===== src/rtl/boe_sched.sv =====
// boe_sched: round-robin front end that shares one sum/extreme/sort
// engine between two frame requesters and tags its result stream.
module boe_sched #(
  parameter int RES_LAT = 2
) (
  input  logic        clk,
  input  logic        rst,
  input  logic        req0_valid,
  input  logic        req1_valid,
  input  logic [2:0]  req0_num,
  input  logic [2:0]  req1_num,
  input  logic [7:0]  req0_data,
  input  logic [7:0]  req1_data,
  output logic        req0_rd,
  output logic        req1_rd,
  output logic        req0_err,
  output logic        req1_err,
  output logic        eng_start,
  output logic [2:0]  eng_num,
  output logic [7:0]  eng_data,
  input  logic [10:0] eng_result,
  output logic        res_valid,
  output logic        res_id,
  output logic [1:0]  res_kind,
  output logic [2:0]  res_idx,
  output logic [10:0] res_data,
  output logic        res_last
);

  typedef enum logic [1:0] {
    S_IDLE,
    S_FEED,
    S_WAIT,
    S_DRAIN
  } state_t;

  localparam logic [7:0] WAIT_END = 8'(RES_LAT - 2);

  state_t      r_state;
  logic        r_last;
  logic        r_id;
  logic [2:0]  r_num;
  logic [7:0]  r_cnt;
  logic        r_err0;
  logic        r_err1;
  logic        r_res_valid;
  logic        r_res_id;
  logic [1:0]  r_res_kind;
  logic [2:0]  r_res_idx;
  logic [10:0] r_res_data;
  logic        r_res_last;

  logic        w_v0;
  logic        w_v1;
  logic        w_any;
  logic        w_pick;
  logic [2:0]  w_pnum;
  logic        w_legal;
  logic        w_feed;
  logic [7:0]  w_n_m1;
  logic [7:0]  w_n_p1;
  logic [1:0]  w_kind;
  logic [2:0]  w_idx;

  // a requester whose err is showing is masked so it can drop valid
  assign w_v0    = req0_valid & ~r_err0;
  assign w_v1    = req1_valid & ~r_err1;
  assign w_any   = w_v0 | w_v1;
  assign w_pick  = (w_v0 & w_v1) ? ~r_last : w_v1;
  assign w_pnum  = w_pick ? req1_num : req0_num;
  assign w_legal = (w_pnum >= 3'd2) && (w_pnum <= 3'd6);

  assign w_feed  = (r_state == S_FEED);
  assign w_n_m1  = {5'd0, r_num} - 8'd1;
  assign w_n_p1  = {5'd0, r_num} + 8'd1;

  always_comb begin
    w_kind = 2'd2;
    w_idx  = r_cnt[2:0] - 3'd2;
    unique case (1'b1)
      (r_cnt == 8'd0): begin
        w_kind = 2'd0;
        w_idx  = 3'd0;
      end
      (r_cnt == 8'd1): begin
        w_kind = 2'd1;
        w_idx  = 3'd0;
      end
      default: ;
    endcase
  end

  assign req0_rd   = w_feed & ~r_id;
  assign req1_rd   = w_feed & r_id;
  assign eng_start = w_feed & (r_cnt == 8'd0);
  assign eng_num   = r_num;
  assign eng_data  = w_feed ? (r_id ? req1_data : req0_data) : 8'd0;

  assign req0_err  = r_err0;
  assign req1_err  = r_err1;
  assign res_valid = r_res_valid;
  assign res_id    = r_res_id;
  assign res_kind  = r_res_kind;
  assign res_idx   = r_res_idx;
  assign res_data  = r_res_data;
  assign res_last  = r_res_last;

  always_ff @(posedge clk) begin
    if (rst) begin
      r_state     <= S_IDLE;
      r_last      <= 1'b1;
      r_id        <= 1'b0;
      r_num       <= 3'd0;
      r_cnt       <= 8'd0;
      r_err0      <= 1'b0;
      r_err1      <= 1'b0;
      r_res_valid <= 1'b0;
      r_res_id    <= 1'b0;
      r_res_kind  <= 2'd0;
      r_res_idx   <= 3'd0;
      r_res_data  <= 11'd0;
      r_res_last  <= 1'b0;
    end else begin
      r_err0      <= 1'b0;
      r_err1      <= 1'b0;
      r_res_valid <= 1'b0;
      r_res_id    <= 1'b0;
      r_res_kind  <= 2'd0;
      r_res_idx   <= 3'd0;
      r_res_data  <= 11'd0;
      r_res_last  <= 1'b0;
      unique case (r_state)
        S_IDLE: begin
          if (w_any) begin
            if (!w_legal) begin
              if (w_pick) r_err1 <= 1'b1;
              else        r_err0 <= 1'b1;
            end else begin
              r_id    <= w_pick;
              r_last  <= w_pick;
              r_num   <= w_pnum;
              r_cnt   <= 8'd0;
              r_state <= S_FEED;
            end
          end
        end
        S_FEED: begin
          if (r_cnt == w_n_m1) begin
            r_cnt   <= 8'd0;
            r_state <= (RES_LAT > 1) ? S_WAIT : S_DRAIN;
          end else begin
            r_cnt <= r_cnt + 8'd1;
          end
        end
        S_WAIT: begin
          if (r_cnt == WAIT_END) begin
            r_cnt   <= 8'd0;
            r_state <= S_DRAIN;
          end else begin
            r_cnt <= r_cnt + 8'd1;
          end
        end
        S_DRAIN: begin
          r_res_valid <= 1'b1;
          r_res_id    <= r_id;
          r_res_kind  <= w_kind;
          r_res_idx   <= w_idx;
          r_res_data  <= eng_result;
          if (r_cnt == w_n_p1) begin
            r_res_last <= 1'b1;
            r_cnt      <= 8'd0;
            r_state    <= S_IDLE;
          end else begin
            r_cnt <= r_cnt + 8'd1;
          end
        end
        default: r_state <= S_IDLE;
      endcase
    end
  end

endmodule


===== config.mk =====
export PLATFORM = sky130hd
export DESIGN_NAME = boe_sched
export DESIGN_NICKNAME = d
export VERILOG_FILES = /design/src/rtl/boe_sched.sv
export SDC_FILE = /design/constraint.sdc
export NUM_CORES = 1
export LEC_CHECK = 0
export ABC_CLOCK_PERIOD_IN_PS = 5300
export CAP_MARGIN = 40
export CORE_MARGIN = 3
export CORE_UTILIZATION = 46
export DETAILED_ROUTE_END_ITERATION = 6
export GPL_TIMING_DRIVEN = 0
export PLACE_DENSITY = 0.89
export REMOVE_ABC_BUFFERS = 1
export SYNTH_ARGS = -nofsm -noshare
export SYNTH_HDL_FRONTEND = slang
export SYNTH_SLANG_ARGS = --single-unit
export TNS_END_PERCENT = 1

===== constraint.sdc =====
create_clock -name clk -period 5.3 [get_ports clk]
set_input_delay 0.795 -clock clk [delete_from_list [all_inputs] [get_ports clk]]
set_output_delay 0.795 -clock clk [all_outputs]
set_load 0.02 [all_outputs]

==> implementation parameters <==
Parameter                              Value

Floorplanning
  Core footprint ... 3720 um2
  Initial core utilization ... 48.5%
  Full die area ... 4710 um2
  Ports placed on the boundary ... 72
  Die height ... 68.6 um
  Die width ... 68.6 um
  Std cell rows ... 22

Synth
  Sequential-to-total area share from yosys stat ... 40.0%
  Area share of the largest cell type after synthesis ... 40.0%
  Flip-flop cell with the highest count after synthesis ... sky130_fd_sc_hd__dfxtp_1
  Number of distinct standard cells referenced by the synthesized netlist ... 45
  Warnings, synthesis ... 0
  Post-synthesis async set-or-reset flop share ... 0%
  Count of flip-flops with a built-in enable after synthesis ... 0
  Leading post-synthesis cells by cell area ... sky130_fd_sc_hd__dfxtp_1, sky130_fd_sc_hd__ha_1, sky130_fd_sc_hd__mux2i_1
  Most frequently used cell type in the post-synthesis netlist ... sky130_fd_sc_hd__dfxtp_1
  Netlist Area Pre-Place ... 1800 um2
  Number of register bits inferred by synthesis ... 36
  Most common library cells after synthesis ... sky130_fd_sc_hd__dfxtp_1, sky130_fd_sc_hd__nor2_1, sky130_fd_sc_hd__and2_1
  Per-instance average area after synthesis ... 9.29 um2
  Largest area contributor in the synthesized netlist ... sky130_fd_sc_hd__dfxtp_1
  Cells after Synth ... 194

STA
  Worst Hold Slack ... 476 ps
  Max_slew headroom ... 46.0%
  Count of final max-slew check failures ... 0
  Setup Viol. Count Final ... 0
  Layout Skew ... 6.96 ps
  Setup repair after global routing missed its margin ... false
  Max Fclk ... 343 MHz
  Setup TNS ... 0 ps
  Period utilisation layout ... 55.1%
  Min cycle time layout ... 2920 ps
  Hold Vio Cnt, Final ... 0
  Slew of the pin with the lowest slew margin ... 809 ps

Power and ir drop
  Max rail drop VDD ... 163 uV
  Power per cell area ... 346 nW/um2
  Leakage power ... 0.00103 uW

Clocking
  Clock root buffer ... sky130_fd_sc_hd__clkbuf_8
  Clk sinks ... 36
  Hold buffers post-CTS ... 0
  CTS tree ... done
  Clock insertion delay at the later pin of the skew report ... 290 ps
  Maximum level of the CTS H-tree ... 2
  Buffer count from post-CTS setup fixing ... 0
  TritonCTS buffer count ... 5
  Deepest clock path buffer count ... 2
  Post-CTS sizing ... 0
  Clock transition at the registers of the reported paths ... 60 ps

Setup path
  Cell count of the worst reg-to-reg path ... 8
  Endpoint arrival time on the critical path ... 2120 ps
  Crit. End Element ... primary output
  CP startpoint ... r_state[1]
  Startpoint of the worst-slack reg-to-reg timing path ... eng_num[0]
  Critical-path cell with the highest stage delay ... sky130_fd_sc_hd__clkdlybuf4s50_1
  Critical path class ... flop to primary output
  Endpoint of the worst register-to-register path ... r_cnt[2]
  Critical path peak fanout ... 10
  Crit path required time ... 4510 ps
  Startpoint Class ... flop
  Cell-by-cell trace of the critical path ... inv_1 -> ha_1 -> clkinv_1 -> nor2_1 -> clkdlybuf4s50_1
  Register-to-register setup slack ... 3180 ps
  CP top delay family ... buffers and inverters
  Number of buffer and inverter instances along the worst setup path ... 3
  Delay contributed by the slowest stage of the critical path ... 620 ps
  Levels on crit path ... 5
  Capture point of the critical path ... eng_data[0]

Outcome
  Run status ... finished clean

Placement
  Total half-perimeter wirelength after legalization and detailed placement ... 3.63 mm
  Count of input and output buffers ... 71
  Placer Congestion ... 0.768
  Placed cell count ... 307

GRT
  Wire length of the first global-routing pass ... 7.04 mm
  Overall routing resource usage ... 20.3%
  Remaining global-route overflow ... 0
  Antenna violations before repair ... 0
  Vias in the first global route ... 1613
  Largest net degree at the start of global routing ... 17

Routing
  DR vias ... 1644
  First-pass iteration count of the detailed router ... 4
  Number of DRC violations after detailed-routing iteration 0 ... 70
  Vias/cell ... 5.22
  Number of antenna-violating nets in the routed design ... 0
  Detailed-route wire length ... 4.62 mm
  Mean routed wirelength per cell ... 14.7 um
  Total DRC errors in the routed layout ... 0

Cells and area
  Fraction of layout cells with a size suffix above 1 ... 5.99%
  Multi-input combinational cell area ... 997 um2
  Synthesis-to-finish area growth ... 45.9%
  Sequential cell area ... 721 um2
  Layout Nets ... 313
  Count of placed standard cells in the final layout, fillers left out ... 315
  Filler Cell Count ... 274
  Antenna Diode Count ... 0

Min path
  Worst Hold Class ... flop to flop

Run
  Maxcap violations ... 0
[stage by stage]
stage,util (%),worst slack [ps],area [um2],power (uW)
global placement,68.3,2430,2540,702
detailed placement,68.3,2440,2540,714
CTS,70.8,2340,2630,919
finish,70.8,2380,2630,910
global route,70.8,2240,2630,968
floorplan,-,3240,1770,571
[logic make-up after synthesis]
group,Yosys count,share of synthesized area [%]
buf+inv,19,4.72
fa+ha+maj,10,6.94
simple gates,79,22.3
flops,36,40.0
xor+xnor,7,4.16
mux,15,8.54
compound gates,28,13.4
[cells in the final DEF (no fill, tap or decap), types with 3 or more instances in the layout]
| cell type | synthesis | routed |
|---|---|---|
| sky130_fd_sc_hd__mux2_2 | 3 | 3 |
| sky130_fd_sc_hd__a21oi_1 | 6 | 6 |
| sky130_fd_sc_hd__nor3_1 | 3 | 3 |
| sky130_fd_sc_hd__nor2_1 | 27 | 27 |
| sky130_fd_sc_hd__nand2_1 | 13 | 13 |
| sky130_fd_sc_hd__ha_1 | 10 | 10 |
| sky130_fd_sc_hd__xnor2_1 | 6 | 6 |
| sky130_fd_sc_hd__dfxtp_1 | 36 | 36 |
| sky130_fd_sc_hd__and2_1 | 14 | 14 |
| sky130_fd_sc_hd__inv_1 | 12 | 12 |
| sky130_fd_sc_hd__clkbuf_8 | 1 | 6 |
| sky130_fd_sc_hd__nand3_1 | 7 | 7 |
| sky130_fd_sc_hd__clkdlybuf4s50_1 | 0 | 71 |
| sky130_fd_sc_hd__and3_1 | 3 | 3 |
| sky130_fd_sc_hd__mux2i_1 | 12 | 12 |
[registers in the layout, indices dropped and copies added, names as in the netlist, 2 cells and up]
signal and cells:
res_idx 3, r_cnt 8, res_kind 2, eng_num 3
res_data 11, r_state 2
[worst reg2reg max path, stage by stage (launching register included)]
cell                       delay, ps
sky130_fd_sc_hd__dfxtp_1         450
sky130_fd_sc_hd__inv_1           100
sky130_fd_sc_hd__ha_1            310
sky130_fd_sc_hd__xnor2_1         230
sky130_fd_sc_hd__nand4b_1        180
sky130_fd_sc_hd__o21ai_2         240
sky130_fd_sc_hd__a41oi_4         220
sky130_fd_sc_hd__a21oi_1         210
sky130_fd_sc_hd__mux2i_1          80
[metal layers]
layer  part of all wire (%)  track usage, %  routed length (um)
met4                    1.8            8.93                  81
met3                     12            8.27                 557
met1                     37            18.7                1710
met2                     49            38.3                2270
met5                      0               0                   0
[power by group]
group / switching [uW] / leakage (uW) / internal [uW] / total, uW
logic: 205 / 0.000689 / 176 / 381
clock network: 95.4 / 0.0000445 / 106 / 201
registers: 33.2 / 0.000291 / 294 / 328
[worst min path at each step]
stage | from | depth (start not counted) | to | slack [ps]
after floorplan | r_last | 1 | r_last | 440
after global placement | r_last | 1 | r_last | 450
after detailed placement | r_last | 1 | r_last | 460
after CTS | r_last | 1 | r_last | 480
after global routing | r_cnt[6] | 1 | r_cnt[6] | 510
final | r_last | 1 | r_last | 480
[layout make-up]
class                      count  area share (%)
multi-input combinational    139            37.9
clock buffer                   7            3.28
sequential                    36            27.4
tap                           48            2.28
clock inverter                 1           0.285
inverter                      13            1.85
timing repair buffer          71            27.0
Note: power is estimated with default switching activity, not from simulation.
